### src/rtl/wbs_pwm_ctrl.sv
// Wishbone B4 pipelined slave owning the shared 8-bit PWM counter, prescaler and
// per-channel duty shadows; duty updates reach the channels only at period wrap.
module wbs_pwm_ctrl #(
   parameter int unsigned CHANNELS = 4
) (
   input  logic                    wbs_clk_i,
   input  logic                    wbs_rst_ni,
   input  logic                    wbs_stb_i,
   input  logic                    wbs_we_i,
   input  logic [3:0]              wbs_adr_i,
   input  logic [7:0]              wbs_dat_i,
   output logic [7:0]              wbs_dat_o,
   output logic                    wbs_ack_o,
   output logic                    wbs_stall_o,
   output logic [7:0]              pwm_counter,
   output logic [CHANNELS-1:0]     ch_stb_o,
   output logic [8*CHANNELS-1:0]   ch_dat_o
);

   logic                en;
   logic [7:0]          prescale;
   logic [7:0]          prescale_cnt;
   logic [7:0]          shadow [CHANNELS];
   logic [CHANNELS-1:0] pending;
   logic [CHANNELS-1:0] duty_wr;
   logic [CHANNELS-1:0] commit_mask;
   logic [7:0]          status;
   logic [7:0]          rdata;
   logic                wr;
   logic                tick;
   logic                commit;

   assign wbs_stall_o = 1'b0;
   assign wr          = wbs_stb_i && wbs_we_i;
   assign tick        = en && (prescale_cnt >= prescale);
   // With EN low every cycle is a commit cycle, so pending duties load at once.
   assign commit      = (tick && (pwm_counter == 8'hFF)) || !en;
   assign commit_mask = commit ? pending : '0;
   assign ch_stb_o    = commit_mask;

   always_comb begin
      duty_wr = '0;
      for (int unsigned i = 0; i < CHANNELS; i++) begin
         if (wr && (wbs_adr_i == 4'(4 + i))) begin
            duty_wr[i] = 1'b1;
         end
      end
   end

   always_comb begin
      status = '0;
      status[CHANNELS-1:0] = pending;
   end

   always_comb begin
      rdata = '0;
      case (wbs_adr_i)
         4'd0:    rdata = {7'd0, en};
         4'd1:    rdata = prescale;
         4'd2:    rdata = status;
         default: rdata = '0;
      endcase
      for (int unsigned i = 0; i < CHANNELS; i++) begin
         if (wbs_adr_i == 4'(4 + i)) begin
            rdata = shadow[i];
         end
      end
   end

   always_comb begin
      ch_dat_o = '0;
      for (int unsigned i = 0; i < CHANNELS; i++) begin
         ch_dat_o[8*i +: 8] = shadow[i];
      end
   end

   always_ff @(posedge wbs_clk_i or negedge wbs_rst_ni) begin
      if (!wbs_rst_ni) begin
         en        <= 1'b0;
         prescale  <= '0;
         wbs_ack_o <= 1'b0;
         wbs_dat_o <= '0;
         for (int unsigned i = 0; i < CHANNELS; i++) begin
            shadow[i] <= '0;
         end
      end else begin
         wbs_ack_o <= wbs_stb_i;
         wbs_dat_o <= (wbs_stb_i && !wbs_we_i) ? rdata : '0;
         if (wr && (wbs_adr_i == 4'd0)) begin
            en <= wbs_dat_i[0];
         end
         if (wr && (wbs_adr_i == 4'd1)) begin
            prescale <= wbs_dat_i;
         end
         for (int unsigned i = 0; i < CHANNELS; i++) begin
            if (duty_wr[i]) begin
               shadow[i] <= wbs_dat_i;
            end
         end
      end
   end

   // A write landing in the commit cycle re-arms its channel: set wins over clear.
   always_ff @(posedge wbs_clk_i or negedge wbs_rst_ni) begin
      if (!wbs_rst_ni) begin
         pending <= '0;
      end else begin
         pending <= (pending & ~commit_mask) | duty_wr;
      end
   end

   always_ff @(posedge wbs_clk_i or negedge wbs_rst_ni) begin
      if (!wbs_rst_ni) begin
         prescale_cnt <= '0;
         pwm_counter  <= '0;
      end else if (!en) begin
         prescale_cnt <= '0;
         pwm_counter  <= '0;
      end else if (tick) begin
         prescale_cnt <= '0;
         pwm_counter  <= pwm_counter + 8'd1;
      end else begin
         prescale_cnt <= prescale_cnt + 8'd1;
      end
   end

endmodule

### config.mk
export PLATFORM = sky130hd
export DESIGN_NAME = wbs_pwm_ctrl
export DESIGN_NICKNAME = d
export VERILOG_FILES = /design/src/rtl/wbs_pwm_ctrl.sv
export SDC_FILE = /design/constraint.sdc
export NUM_CORES = 1
export LEC_CHECK = 0
export ABC_AREA = 1
export BUFFER_PORTS_ARGS = -buffer_cell sky130_fd_sc_hd__buf_2
export CAP_MARGIN = 10
export CORE_AREA = 2 2 90 92
export DETAILED_ROUTE_END_ITERATION = 10
export DIE_AREA = 0 0 92 94
export HOLD_SLACK_MARGIN = 0.1
export PLACE_DENSITY = 0.68
export SETUP_SLACK_MARGIN = 0.02
export SLEW_MARGIN = 0
export SYNTH_ARGS = -nofsm -noshare
export SYNTH_HDL_FRONTEND = slang
export SYNTH_SLANG_ARGS = --single-unit
### constraint.sdc
create_clock -name wbs_clk_i -period 3.51 [get_ports wbs_clk_i]
set_clock_uncertainty 0.1 [all_clocks]
set_input_delay 1.053 -clock wbs_clk_i [delete_from_list [all_inputs] [get_ports wbs_clk_i]]
set_output_delay 1.053 -clock wbs_clk_i [all_outputs]
set_load 0.01 [all_outputs]
Word level (Yosys, flattened, before mapping) --
Cells that the tools add are included.
Cells by class: add/subtract/negate cells 2, $lt $le $gt $ge 1, equal/unequal tests 8, muxes and demuxes 15, bitwise gates (word level) 3, reduce and logical (&&, ||, !) cells 14
Operators with widths (number):
- $mux W8 | 9
- $pmux W8 S3 | 1
- $add A8 B1 Y8 const B | 2
- $eq A4 B3 Y1 const B | 4
- $logic_and A1 B1 Y1 | 10
- $eq A8 B8 Y1 const B | 1
- $ge A8 B8 Y1 | 1
- $and A4 B4 Y4 | 1
- $eq A4 B1 Y1 const B | 1
- $eq A4 B2 Y1 const B | 1
- $logic_not A4 Y1 | 1
- $mux W1 | 4
- $mux W4 | 1
- $not A4 Y4 | 1
- $or A4 B4 Y4 | 1
- $logic_not A1 Y1 | 2
- $ne A2 B1 Y1 const B | 1
- $logic_or A1 B1 Y1 | 1
Word-level totals: flip-flop bits (word level) 70, input port bits 16

Longest topological paths before layout --
word-level depth 8, depth in mapped cells 12, depth with buffers taken out 12

Least setup slack after synthesis --
Ideal clock, no wire load.
path kind register to output, start reg prescale[7], end out ch_stb_o[0], arrival 1519 ps, data required time 2357 ps, slack 838 ps, cell stages (with the launch flop) 9, path through dfrtp_1 -> inv_1 -> ha_1 -> nand2_1 -> nor2_1 -> nand4_1 -> nand3_2 -> nand2_1 -> a21boi_1
On the way: longest elaborated chain between the ends 5
Ends and longest elaborated chain:
- from (decl) | line 21 | logic [7:0] prescale;
- from (signal assigned) | line 93 | prescale <= wbs_dat_i;
- $ge A8 B8 Y1 | line 35 | assign tick = en && (prescale_cnt >= prescale);
- $logic_and A1 B1 Y1 | line 35
- $logic_and A1 B1 Y1 | line 37 | assign commit = (tick && (pwm_counter == 8'hFF)) || !en;
- $logic_or A1 B1 Y1 | line 37
- $mux W4 | line 38 | assign commit_mask = commit ? pending : '0;
- to (decl) | line 16 | output logic [CHANNELS-1:0] ch_stb_o,
Every way passes these cells.

Final worst setup path --
start reg prescale[7], end out ch_stb_o[2]
Same word-level chain as after synthesis.

==> run metrics <==
Area Growth Syn to Fin 17.5%; Synthesis Warnings 0; # DRC 0; RSZ-0062 raised after global routing no; num rows 32; FF+latch count, synth 70; most common flop cell mapped by yosys dfrtp_1; CTS Sinks 70; DRT iter0 DRCs 117; Crit Path Category flip-flop to primary output; first-pass GRT wire length 13.1 mm; final wirelength 7.75 mm; vias in the first global route 2792; vias 2853; Worst Hold Class flip-flop to flip-flop; EDFF count, synth 0; initial antenna violation count 0; core area 0.00761 sq mm; Detailed Place HPWL 5.63 mm; drt pass-1 iters 4; Nets 496; maximum clock path buffer count 2; Wirelength per Cell 13.4 um; utilization after layout 0.520; Yosys top cell by area dfrtp_1; Skew-Pair Late Insertion Delay 0.34 ns; I/O Pins 70; LEAKAGE 2.14 nW; Critical Path Source Type flip-flop; Syn Area/Cell 8.41 sq um; Yosys cell types 29; largest net degree at the start of global routing 71; register area 0.00175 sq mm; CTS tree built; Slew @ Worst Pin 0.872 ns; Syn Nets 426; max-slew violations 0; total gr overflow 0; Crit. End Element primary output; die width 92 um; die area 0.00865 sq mm; Ant. Diodes 0; WP data arrival 2.08 ns; Max Cap Viol 0; Peak VDD IR 241 uV; synthesized area 0.00337 sq mm; ANT nets after route 0; ratio of cells with drive above 1 in the final layout 0.227; Slew HR 0.418; clock root cell clkbuf_8; Die Ht 94 um; Fillers 731; Fmax 309 MHz; final setup vio count 0; Initial Util 0.442; asr flop ratio synth 1.00; Yosys top cell area share 0.520; total negative slack 0 ns; Final Hold Viols 0; PwrDens 495 mW/mm^2; Inserted Clock Buffers 9; CTS HTree Levels 3; gr usage total 0.192; crit path max fanout 8; Port Buffer Count 68; GPL Wtd Cong 0.847; vias per std cell 4.94; status finished, final reports clean; Area contributors post-synth dfrtp_1 52%, nand2_1 13%, o21ai_1 7.1%; Hold WS 0.393 ns; Multi-input gate area 0.00139 sq mm; Syn Inst Count 400; synth cell count leaders 116 x nand2_1, 70 x dfrtp_1, 48 x o21ai_1, 33 x inv_1, 29 x nor2_1; period utilization 0.921; time the worst path needs with I/O delays and setup 3.23 ns; post-CTS setup buffer count 0; clk slew on worst S/H paths 0.08 ns; top-count cell post-synth nand2_1; sequential share of the synthesized area 0.520; CP Data Required Time 2.36 ns
## layer usage
metal,up-vias,share of wire,wire (um),track usage
met5,-,0,0,0
met4,0,0.018,143,0.0709
met3,11,0.043,332,0.0457
met2,68,0.47,3660,0.306
met1,1332,0.47,3610,0.256
li1,1442,-,-,-
## timing repair
item / CTS / global route
endpoints found under the setup margin: 0 / 4
resized for setup: 0 / 1
hold endpoints to repair: 0 / 0
hold buffers: 0 / 0
## flip-flops by register name, summed over array words and instances, names as in the netlist
signal and count:
prescale 8, ch_dat_o 32, pending 4, wbs_dat_o 8, wbs_ack_o 1, pwm_counter 8
prescale_cnt 8, en 1
## critical path, stage by stage, from the launching register on
cell,delay [ns]
dfrtp_1,0.37
inv_1,0.05
ha_1,0.29
nand2_1,0.08
nor2_1,0.16
nand4_1,0.15
nand3_2,0.20
nand2_2,0.15
a21boi_1,0.15
buf_2,0.15
## kinds of logic after synthesis
group	after synthesis	share of synthesized area
AOI/OAI and AO/OA	69	0.109
xor gates and xnor gates	6	0.0156
adders and majority gates	10	0.0372
buffers and inverters	53	0.0665
DFF	70	0.520
other	1	0.00111
and+or+nand+nor	191	0.250
## final cells by class
| class | count | share of cell area |
|---|---|---|
| clock inverters | 5 | 0.00854 |
| well taps | 102 | 0.0323 |
| inverters | 43 | 0.0408 |
| multi-input cells | 277 | 0.352 |
| flip-flops and latches | 70 | 0.443 |
| clock buffers | 11 | 0.0357 |
| repair buffers | 69 | 0.0879 |
## cell usage in the layout, fill, tap and decap left out, drive strengths merged, types with 6 or more instances in the layout
cell,count
inv,44
ha,10
buf,69
nand3,22
clkbuf,11
nand4,11
a31oi,7
nand2,121
o21ai,51
dfrtp,70
nor2,33
a21oi,6
## power breakdown
part           internal, mW  total, mW  switching [mW]
registers             0.905      0.996          0.0915
clock network         0.276      0.589           0.313
logic                 0.142      0.374           0.232
total                  1.32       1.96           0.637
## stage by stage
| step | cells | instance area [sq um] | setup WS [ns] | total power, mW |
|---|---|---|---|---|
| after floorplan | 400 | 3370 | 0.838 | 1.22 |
| after global placement | 561 | 3780 | 0.610 | 1.38 |
| after detailed placement | 561 | 3780 | 0.558 | 1.39 |
| after CTS | 577 | 3950 | 0.175 | 1.97 |
| after global routing | 577 | 3960 | 0.0868 | 2.08 |
| final | 577 | 3960 | 0.277 | 1.96 |
## final timing paths
check | start | end | slack [ns] | cells past startpoint
setup / recovery | prescale[7]$_DFFE_PN0P_ | ch_stb_o[2] | 0.28 | 9
hold / removal | prescale_cnt[0]$_DFF_PN0_ | prescale_cnt[0]$_DFF_PN0_ | 0.39 | 1
setup reg to reg | prescale_cnt[5]$_DFF_PN0_ | prescale_cnt[4]$_DFF_PN0_ | 1.62 | 8
hold reg to reg | prescale_cnt[0]$_DFF_PN0_ | prescale_cnt[0]$_DFF_PN0_ | 0.39 | 1
max in group asynchronous | wbs_rst_ni | prescale[1]$_DFFE_PN0P_ | 1.93 | 2
min in group asynchronous | wbs_rst_ni | ch_dat_o[23]$_DFFE_PN0P_ | 0.79 | 2
Note: power is estimated with default switching activity, not from simulation.
